File: src/rtl/decode_pipe_pkg.sv
// rtl/decode_pipe_pkg.sv - shared widths, mode encoding and default immediate table for decode_pipe.
package decode_pipe_pkg;

   localparam int DEF_IW  = 9;
   localparam int DEF_OPW = 5;
   localparam int DEF_RW  = 3;
   localparam int DEF_DW  = 8;

   typedef enum logic {
      MODE_REG = 1'b0,
      MODE_IMM = 1'b1
   } mode_e;

   localparam int OP_SETMODE = 0;

   localparam int          LUT_DEF_N = 8;
   localparam int unsigned LUT_DEFAULT [LUT_DEF_N] = '{0, 1, 4, 8, 16, 32, 64, 127};

   // Entries past the table read as zero; callers truncate to their data width.
   function automatic int unsigned lut_default(input int unsigned idx);
      if (idx < LUT_DEF_N)
         return LUT_DEFAULT[idx[2:0]];
      return 32'd0;
   endfunction

endpackage

File: src/rtl/decode_pipe_imm_lut.sv
// rtl/decode_pipe_imm_lut.sv - immediate lookup table, async read, sync write, reset to defaults.
module imm_lut
   import decode_pipe_pkg::*;
#(
   parameter int RW = DEF_RW,
   parameter int DW = DEF_DW
) (
   input  logic          clk,
   input  logic          reset_n,
   input  logic          we,
   input  logic [RW-1:0] waddr,
   input  logic [DW-1:0] wdata,
   input  logic [RW-1:0] raddr,
   output logic [DW-1:0] rdata
);

   localparam int N = 1 << RW;

   logic [DW-1:0] mem_q [N];
   logic [DW-1:0] mem_d [N];

   always_comb begin
      mem_d = mem_q;
      if (we)
         mem_d[waddr] = wdata;
   end

   always_ff @(posedge clk or negedge reset_n) begin
      if (!reset_n) begin
         for (int unsigned i = 0; i < N; i++)
            mem_q[i] <= DW'(lut_default(i));
      end else begin
         mem_q <= mem_d;
      end
   end

   // Read sees the pre-edge contents, so a same-cycle write is not yet visible.
   assign rdata = mem_q[raddr];

endmodule

File: src/rtl/decode_pipe.sv
// rtl/decode_pipe.sv - mode-dependent instruction decoder with a single registered output stage.
module decode_pipe
   import decode_pipe_pkg::*;
#(
   parameter int IW  = DEF_IW,
   parameter int OPW = DEF_OPW,
   parameter int RW  = DEF_RW,
   parameter int DW  = DEF_DW
) (
   input  logic           clk,
   input  logic           reset_n,
   input  logic           in_valid,
   output logic           in_ready,
   input  logic [IW-1:0]  mach_code,
   input  logic           flush,
   input  logic           lut_we,
   input  logic [RW-1:0]  lut_addr,
   input  logic [DW-1:0]  lut_wdata,
   output logic           out_valid,
   input  logic           out_ready,
   output logic [OPW-1:0] opcode,
   output logic [RW-1:0]  reg1,
   output logic [RW-1:0]  reg2,
   output logic [DW-1:0]  immediate,
   output logic           is_imm,
   output logic           set_mode,
   output logic           mode_q
);

   generate
      if (IW != OPW + 2 * RW - 2) begin : g_bad_params
         $error("decode_pipe: IW must equal OPW + 2*RW - 2");
      end
   endgenerate

   localparam int IMM_OPW = IW - 2 * RW;

   mode_e          cur_mode_q, cur_mode_d;
   logic           out_valid_q, out_valid_d;
   logic [OPW-1:0] opcode_q, opcode_d;
   logic [RW-1:0]  reg1_q, reg1_d;
   logic [RW-1:0]  reg2_q, reg2_d;
   logic [DW-1:0]  imm_q, imm_d;
   logic           is_imm_q, is_imm_d;
   logic           set_mode_q, set_mode_d;

   logic [OPW-1:0] dec_opcode;
   logic [RW-1:0]  dec_reg1;
   logic [RW-1:0]  dec_reg2;
   logic [DW-1:0]  dec_imm;
   logic           dec_is_imm;
   logic           dec_set_mode;
   logic [DW-1:0]  lut_rdata;
   logic           accept;

   imm_lut #(
      .RW (RW),
      .DW (DW)
   ) u_imm_lut (
      .clk     (clk),
      .reset_n (reset_n),
      .we      (lut_we),
      .waddr   (lut_addr),
      .wdata   (lut_wdata),
      .raddr   (mach_code[RW-1:0]),
      .rdata   (lut_rdata)
   );

   // Reg-reg form packs two narrow register fields under a wide opcode; reg-imm trades opcode bits for full ones.
   always_comb begin
      dec_opcode = '0;
      dec_reg1   = '0;
      dec_reg2   = '0;
      dec_imm    = '0;
      dec_is_imm = 1'b0;
      if (cur_mode_q == MODE_REG) begin
         dec_opcode = mach_code[IW-1 -: OPW];
         dec_reg1   = {1'b0, mach_code[2*RW-3 : RW-1]};
         dec_reg2   = {1'b0, mach_code[RW-2 : 0]};
      end else begin
         dec_opcode = {{(OPW - IMM_OPW){1'b0}}, mach_code[IW-1 : 2*RW]};
         dec_reg1   = mach_code[2*RW-1 : RW];
         dec_reg2   = mach_code[RW-1 : 0];
         dec_imm    = lut_rdata;
         dec_is_imm = 1'b1;
      end
   end

   assign dec_set_mode = (dec_opcode == OPW'(OP_SETMODE));
   assign in_ready     = !out_valid_q || out_ready;
   assign accept       = in_valid && in_ready && !flush;

   always_comb begin
      cur_mode_d  = cur_mode_q;
      out_valid_d = out_valid_q;
      opcode_d    = opcode_q;
      reg1_d      = reg1_q;
      reg2_d      = reg2_q;
      imm_d       = imm_q;
      is_imm_d    = is_imm_q;
      set_mode_d  = set_mode_q;
      if (flush) begin
         out_valid_d = 1'b0;
      end else if (accept) begin
         out_valid_d = 1'b1;
         opcode_d    = dec_opcode;
         reg1_d      = dec_reg1;
         reg2_d      = dec_reg2;
         imm_d       = dec_imm;
         is_imm_d    = dec_is_imm;
         set_mode_d  = dec_set_mode;
         if (dec_set_mode)
            cur_mode_d = (cur_mode_q == MODE_REG) ? MODE_IMM : MODE_REG;
      end else if (out_ready) begin
         out_valid_d = 1'b0;
      end
   end

   always_ff @(posedge clk or negedge reset_n) begin
      if (!reset_n) begin
         cur_mode_q  <= MODE_REG;
         out_valid_q <= 1'b0;
         opcode_q    <= '0;
         reg1_q      <= '0;
         reg2_q      <= '0;
         imm_q       <= '0;
         is_imm_q    <= 1'b0;
         set_mode_q  <= 1'b0;
      end else begin
         cur_mode_q  <= cur_mode_d;
         out_valid_q <= out_valid_d;
         opcode_q    <= opcode_d;
         reg1_q      <= reg1_d;
         reg2_q      <= reg2_d;
         imm_q       <= imm_d;
         is_imm_q    <= is_imm_d;
         set_mode_q  <= set_mode_d;
      end
   end

   assign out_valid = out_valid_q;
   assign opcode    = opcode_q;
   assign reg1      = reg1_q;
   assign reg2      = reg2_q;
   assign immediate = imm_q;
   assign is_imm    = is_imm_q;
   assign set_mode  = set_mode_q;
   assign mode_q    = (cur_mode_q == MODE_IMM);

endmodule

File: config.mk
export PLATFORM = sky130hd
export DESIGN_NAME = decode_pipe
export DESIGN_NICKNAME = d
export VERILOG_FILES = /design/src/rtl/decode_pipe_pkg.sv /design/src/rtl/decode_pipe_imm_lut.sv /design/src/rtl/decode_pipe.sv
export SDC_FILE = /design/constraint.sdc
export NUM_CORES = 1
export LEC_CHECK = 0
export CAP_MARGIN = 20
export CELL_PAD_IN_SITES_DETAIL_PLACEMENT = 1
export CELL_PAD_IN_SITES_GLOBAL_PLACEMENT = 1
export CORE_UTILIZATION = 41
export CTS_CLUSTER_DIAMETER = 100
export DETAILED_ROUTE_END_ITERATION = 7
export PLACE_DENSITY = 0.77
export SLEW_MARGIN = 20
export SYNTH_ARGS = -nofsm -noshare
export SYNTH_HDL_FRONTEND = slang
export SYNTH_SLANG_ARGS = --single-unit
File: constraint.sdc
create_clock -name clk -period 1.3 [get_ports clk]
set_clock_uncertainty 0.05 [all_clocks]
set_input_delay 0.195 -clock clk [delete_from_list [all_inputs] [get_ports clk]]
set_output_delay 0.195 -clock clk [all_outputs]
set_load 0.02 [all_outputs]
==> impl_metrics.csv <==
group,metric,value,unit
run_status,status,"finished with violations",
run_status,violations,"negative setup slack",
sta,fin_tns_setup,-1.14,ns
power_and_ir_drop,finalPower,7.49,mW
power_and_ir_drop,clock_power_share,26.2,%
layout,n_antenna_cell,0,
layout,syn_to_final_growth,33.0,%
clock_network,h-tree-depth,3,
power_and_ir_drop,internal_power,5.32,mW
sta,rsz0062_at_grt,"yes",
grt,grt_usage,21.8,%
layout,drive_gt1_share,51.6,%
floorplanning,die_height,101,um
power_and_ir_drop,p_leak,2.32,nW
min_path,min_path_cells,2,
power_and_ir_drop,ir_worst_vdd,0.750,mV
sta,relSlewSlack,68.5,%
layout,nets,405,
worst_setup_path,r2r_slack,-0.17,ns
placed_design,place_congestion,0.733,
clock_network,cts.clk_slew.worst_paths,0.08,ns
sta,whs,0.353,ns
sta,slew_viol_final,0,
grt,grt_pass1_wl,16400,um
drt,viasPerCell,5.42,
placed_design,hpwlAfterDp,6660,um
grt,grt_pass1_vias,3045,
drt,drtPass1Iterations,4,
drt,routed_wl,10700,um
clock_network,cts_buffer_depth,2,
synth,synth_edf_count,0,
grt,grt-ovfl-total,0,
sta,max_freq,683,MHz
placed_design,dpl_cell_area,0.00496,mm2
placed_design,port-buffer-count,49,
synth,seq_area_frac_synth,55.1,%
min_path,hp-class,"in -> reg",
sta,finalWorstSetupSlack,-0.165,ns
floorplanning,core-area,0.00933,mm2
layout,multi_input_area,0.00182,mm2
drt,wire_per_inst,20.9,um
drt,num_vias,2779,
floorplanning,rows,35,
layout,fill_cells,944,
worst_setup_path,worstSetupEndpointType,"flop",
worst_setup_path,crit_path_start_kind,"flop",
sta,finalCritPeriodShare,113,%
floorplanning,die-area,0.0101,mm2
clock_network,worst_skew_pair.late_latency,0.36,ns
floorplanning,num_io_pins,50,
min_path,min-delay-start,"flush",
synth,ys_types,29,
synth,yosysWarnings,0,
synth,syn_area,0.00398,mm2
layout,finish.instance_area,0.00530,mm2
clock_network,cts_num_sinks,87,
worst_setup_path,crit_arrival,1.67,ns
drt,antenna_left,0,
synth,synth_seq_cells,87,
grt,antenna_found_initial,0,
sta,fin_crit,1.47,ns
clock_network,numCtsBuffers,9,
worst_setup_path,path_max_fanout,4,
drt,drc,0,
floorplanning,die_w,101,um
synth,synth-async-reset-ratio,100,%
synth,synth_area_leader_cell,"dfrtp_1",
sta,setup_viol,11,
drt,drt_iter0_drc,89,
worst_setup_path,crit_type,"reg -> reg",
floorplanning,initial_utilization,42.7,%
layout,register_area,0.00219,mm2
power_and_ir_drop,comb_power_share,25.1,%
synth,synth.most_common_cell,"mux2_2",
min_path,whs_endpoint,"out_valid",
worst_setup_path,required,1.51,ns
synth,synth_ff_type,"dfrtp_1",
worst_setup_path,r2r-end,"immediate[7]",
power_and_ir_drop,pwr-share-seq,48.7,%
power_and_ir_drop,p_per_area,1410,mW/mm2
worst_setup_path,reg2reg_depth,4,
power_and_ir_drop,swShare,29.1,%
grt,grt_max_degree,88,
synth,yosys-top-cells-area,"dfrtp_1, mux2_2, dfstp_2, mux2i_1, o21ai_0",
placed_design,dp_slack,-0.580,ns
synth,synthCells,292,
power_and_ir_drop,p_switching,2.18,mW
synth,syn_nets,318,
sta,finalHoldViolations,0,
clock_network,cts.root.buffer_cell,"clkbuf_8",
clock_network,cts_tree,"built",
sta,worst_slew_pin_slew,0.473,ns
run,maxCapViolations,0,
synth,synth_common_cells,"mux2_2, dfrtp_1, o21ai_0",
synth,syn_avg_cell_area,13.6,um2
synth,synth_top_cell_area_share,46.5,%
worst_setup_path,rr_startpoint,"out_valid",
cell families (layout without fill, tap and decap cells):
logic type | Yosys count | count (layout) | synth area share (%)
AOI/OAI and AO/OA | 56 | 56 | 8.86
buffers and inverters | 19 | 111 | 2.61
DFF | 87 | 87 | 55.1
muxes | 103 | 103 | 28.5
and+or+nand+nor | 27 | 27 | 5.03
power by group through the flow:
stage	Sequential [mW]	Combinational [mW]	Clock [mW]
2_1_floorplan	3.73	0.970	0
5_1_grt	3.72	2.02	2.12
3_5_place_dp	3.68	1.82	0
4_1_cts	3.63	1.82	2.05
3_3_place_gp	3.63	1.75	0
6_report	3.65	1.88	1.97
worst max-delay path by stage:
stage | endpoint | start
after floorplan | immediate[0] | out_valid
after global placement | immediate[0] | mach_code[0]
after detailed placement | immediate[0] | mach_code[0]
after CTS | immediate[3] | out_valid
after global routing | immediate[7] | out_valid
final | immediate[7] | out_valid
stage by stage:
stage | std cells | util (%)
6_report | 513 | 56.8
5_1_grt | 513 | 56.8
4_1_cts | 510 | 56.4
3_5_place_dp | 492 | 53.2
3_3_place_gp | 492 | 53.2
2_1_floorplan | 292 | -
flip-flops by register name, summed over array words and instances, names as in the netlist:
register	count
immediate	8
u_imm_lut.mem_q	64
opcode	5
out_valid	1
reg1	3
set_mode	1
reg2	3
is_imm	1
mode_q	1
worst max-delay path, cell delays in order, from the launching register on:
cell and delay [ns]:
dfrtp_2 0.41, nor2b_4 0.14, or3b_4 0.40, buf_6 0.16
o31ai_2 0.21
area by class of cell:
cell class / count / area share, %
inverters: 2 / 0.142
repair buffers: 93 / 17.1
clock inverters: 5 / 1.06
clock buffers: 11 / 2.86
multi-input cells: 186 / 34.4
well taps: 129 / 3.05
flip-flops and latches: 87 / 41.4
what timing repair did:
| action | CTS | global route |
|---|---|---|
| gates resized for setup | 87 | 32 |
| gates cloned | 1 | 1 |
| hold buffers | 1 | 0 |
| pin swaps | 2 | 0 |
| setup buffers | 0 | 2 |
| endpoints found under the hold margin | 74 | 0 |
| setup endpoints to repair | 82 | 25 |
cell usage in the layout, fill, tap and decap left out, drive strengths merged, types with 7 or more instances in the layout:
master,synthesis,final
dfstp,13,13
o31ai,11,11
o22ai,7,7
clkdlybuf4s50,0,19
o21ai,28,28
clkbuf,5,14
buf,12,53
dfrtp,74,74
a22o,7,7
mux2i,21,21
clkdlybuf4s15,0,10
mux2,82,82
routing by layer:
metal	up-vias	GRT usage (%)	part of all wire, %
met4	0	7.92	1.7
met3	15	3.81	3.2
li1	1250	-	-
met5	-	0	0
met1	1460	26.7	42
met2	54	38.6	53
(Power assumes the default switching activity.)
==> RTL edit: new RTL, same flow settings <==
Set the package constant `DEF_DW` to 12 (it was 8).
--- a/src/rtl/decode_pipe_pkg.sv
+++ b/src/rtl/decode_pipe_pkg.sv
@@ -4,7 +4,7 @@
    localparam int DEF_IW  = 9;
    localparam int DEF_OPW = 5;
    localparam int DEF_RW  = 3;
-   localparam int DEF_DW  = 8;
+   localparam int DEF_DW  = 12;
 
    typedef enum logic {
       MODE_REG = 1'b0,
Ports: changed (resized immediate and lut_wdata); port bits go from 50 to 58. No check against the original RTL was run, so the function may have changed too.
==> RTL edit against the original RTL <==
- the run still ends with setup timing left
- synthesized area grew 41%
- sequential cell count grew 36
- critical path depth is the same
- final area grew 40%
- combinational power grew 34%
- total power grew 64%
- synthesized cell count grew 37%
- setup slack lost 6.5 ps
- maximum frequency shrank 0.44%
- routed wire length grew 39%
==> RTL edit: results <==
[global_route]
first_pass_grt_wire_length_microns = 23500
gr-usage-all-layers_pct = 22.2
antenna_violations_before_repair = 0
vias_in_the_first_global_route = 4238
grt_max_degree = 28

[setup_path]
critical_path.reg2reg.endpoint = immediate[10]$_DFFE_PN0P_
cp_slowest_stage_delay_ps = 430
rr_startpoint = out_valid$_DFFE_PN0P_
worstRegToRegCells = 4
critical_path.slowest_cell = or3b_4
critical_path_peak_fanout = 8
worst_path_dominant_cell_family = simple AND/OR/NAND/NOR gates

[sta]
post-route-worst-setup-slack_ps = -172
max-slew-margin-rel_pct = 74.2
hold_ws_ps = 196
totalNegativeSetupSlack_ps = -2190
setup_failing_eps_final = 19

[routing]
via_per_instance_ratio = 5.47
wl_met2_microns = 8040
met3_routed_wl_microns = 420
wl_per_cell_microns = 21.6
wl_met1_microns = 6160
drtAntennaViolNets = 0
dr.max_layer_used = met4
drt_pre_antenna_iters = 4
drt_first_iter_violations = 110

[cells_and_area]
largest_register_ffs = 96
layout_cells_sized_above_1_pct = 53.0
num-nets-final = 530
antenna_cells_inserted = 0
max_flop_register = u_imm_lut.mem_q

[cts]
h-tree-depth = 4
clk_root_buffer_cell = clkbuf_16
cts_clk_pin_slew_worst_paths_ps = 50
worstSkewPairLatency_ps = 420
cts_buffers = 17
clock_tree.buffer_depth = 2

[pwr]
power_switching_share_pct = 26.7
power_leakage_nw = 3.26
peakVddDrop_v = 0.000780

[synth]
synth_seq_area_share_pct = 55.2
post_synthesis_net_count = 430
synth-async-reset-ratio_pct = 100
synth_top_cell_by_area = dfrtp_1
synthesis.yosys.warnings = 0
synth.lib_cells_used.distinct = 31
post_synth_most_frequent_cells = mux2_2, dfrtp_1, o21ai_0
netlist_top_cells_area = dfrtp_1, mux2_2, dfstp_2

[worst_hold_path]
min-delay-path-class = input pin to asynchronous set/reset pin

[status]
status = finished, violations left
failing_checks = setup timing

[placement]
detailed_place_hpwl_microns = 9650
globalplace.congestion = 0.764
numPortBuffers = 57

[flow_run]
timing.max_cap.violations = 0
[RTL edit: layout make-up]
| cell class | count | area (sq um) |
|---|---|---|
| Tap cell | 176 | 220 |
| Sequential cell | 123 | 3100 |
| Timing Repair Buffer | 107 | 965 |
| Clock buffer | 24 | 482 |
| Multi-Input combinational cell | 250 | 2550 |
| Inverter | 1 | 3.75 |
| Clock inverter | 8 | 92.6 |
| Fill cell | 1307 | 5880 |
[RTL edit: how the worst max path moves through the flow]
| stage | start | end | slack [ps] | cells past startpoint |
|---|---|---|---|---|
| detailed placement | lut_addr[0] | u_imm_lut.mem_q[76]$_DFFE_PN0P_ | -580 | 4 |
| finish | out_valid$_DFFE_PN0P_ | immediate[10]$_DFFE_PN0P_ | -170 | 4 |
| CTS | out_valid$_DFFE_PN0P_ | immediate[10]$_DFFE_PN0P_ | -200 | 4 |
| global placement | flush | immediate[5]$_DFFE_PN0P_ | -520 | 4 |
| floorplan | out_valid$_DFFE_PN0P_ | immediate[0]$_DFFE_PN0P_ | -220 | 5 |
| global route | out_valid$_DFFE_PN0P_ | immediate[3]$_DFFE_PN0P_ | -220 | 5 |
[RTL edit: kinds of logic after synthesis]
logic type / count (synthesis) / synth area share (%)
buffers and inverters: 27 / 2.75
flip-flops: 123 / 55.2
AND/OR/NAND/NOR: 27 / 3.30
multiplexers: 151 / 29.7
AO/OA/AOI/OAI: 72 / 9.06
[RTL edit: per-layer routing]
layer / global-route usage, % / up-vias
li1: - / 1698
met1: 26.9 / 1981
met2: 38.3 / 73
met3: 4.98 / 18
met4: 8.70 / 0
met5: 0 / -
[RTL edit: power groups by stage]
stage	clock network (mW)	registers (mW)	logic, mW
floorplan	0	5.22	1.35
global placement	0	5.14	2.30
detailed placement	0	5.21	2.40
CTS	4.65	5.17	2.38
global route	4.79	5.29	2.70
finish	4.56	5.19	2.52
[RTL edit: metrics by stage]
step | utilization [%] | setup WS [ps] | instances | power, mW | area [sq um]
2_1_floorplan | - | -217 | 400 | 6.57 | 5620
3_3_place_gp | 50.3 | -521 | 649 | 7.44 | 6690
3_5_place_dp | 50.3 | -579 | 649 | 7.61 | 6690
4_1_cts | 54.7 | -196 | 685 | 12.2 | 7270
5_1_grt | 55.8 | -217 | 689 | 12.8 | 7410
6_report | 55.8 | -172 | 689 | 12.3 | 7410
[RTL edit: worst reg2reg max path: cells and delay by family, from the launching register on]
| family | cells | cell delay, ps |
|---|---|---|
| AND/OR/NAND/NOR | 2 | 570 |
| flip-flops | 1 | 410 |
| buffers and inverters | 1 | 180 |
| AO/OA/AOI/OAI | 1 | 180 |
[RTL edit: timing repair]
item / CTS / global route
endpoints found under the hold margin: 92 / 0
gates resized for setup: 122 / 56
buffers inserted: 3 / 4
setup endpoints to repair: 124 / 37
hold buffers: 1 / 0
pin swaps: 2 / 6
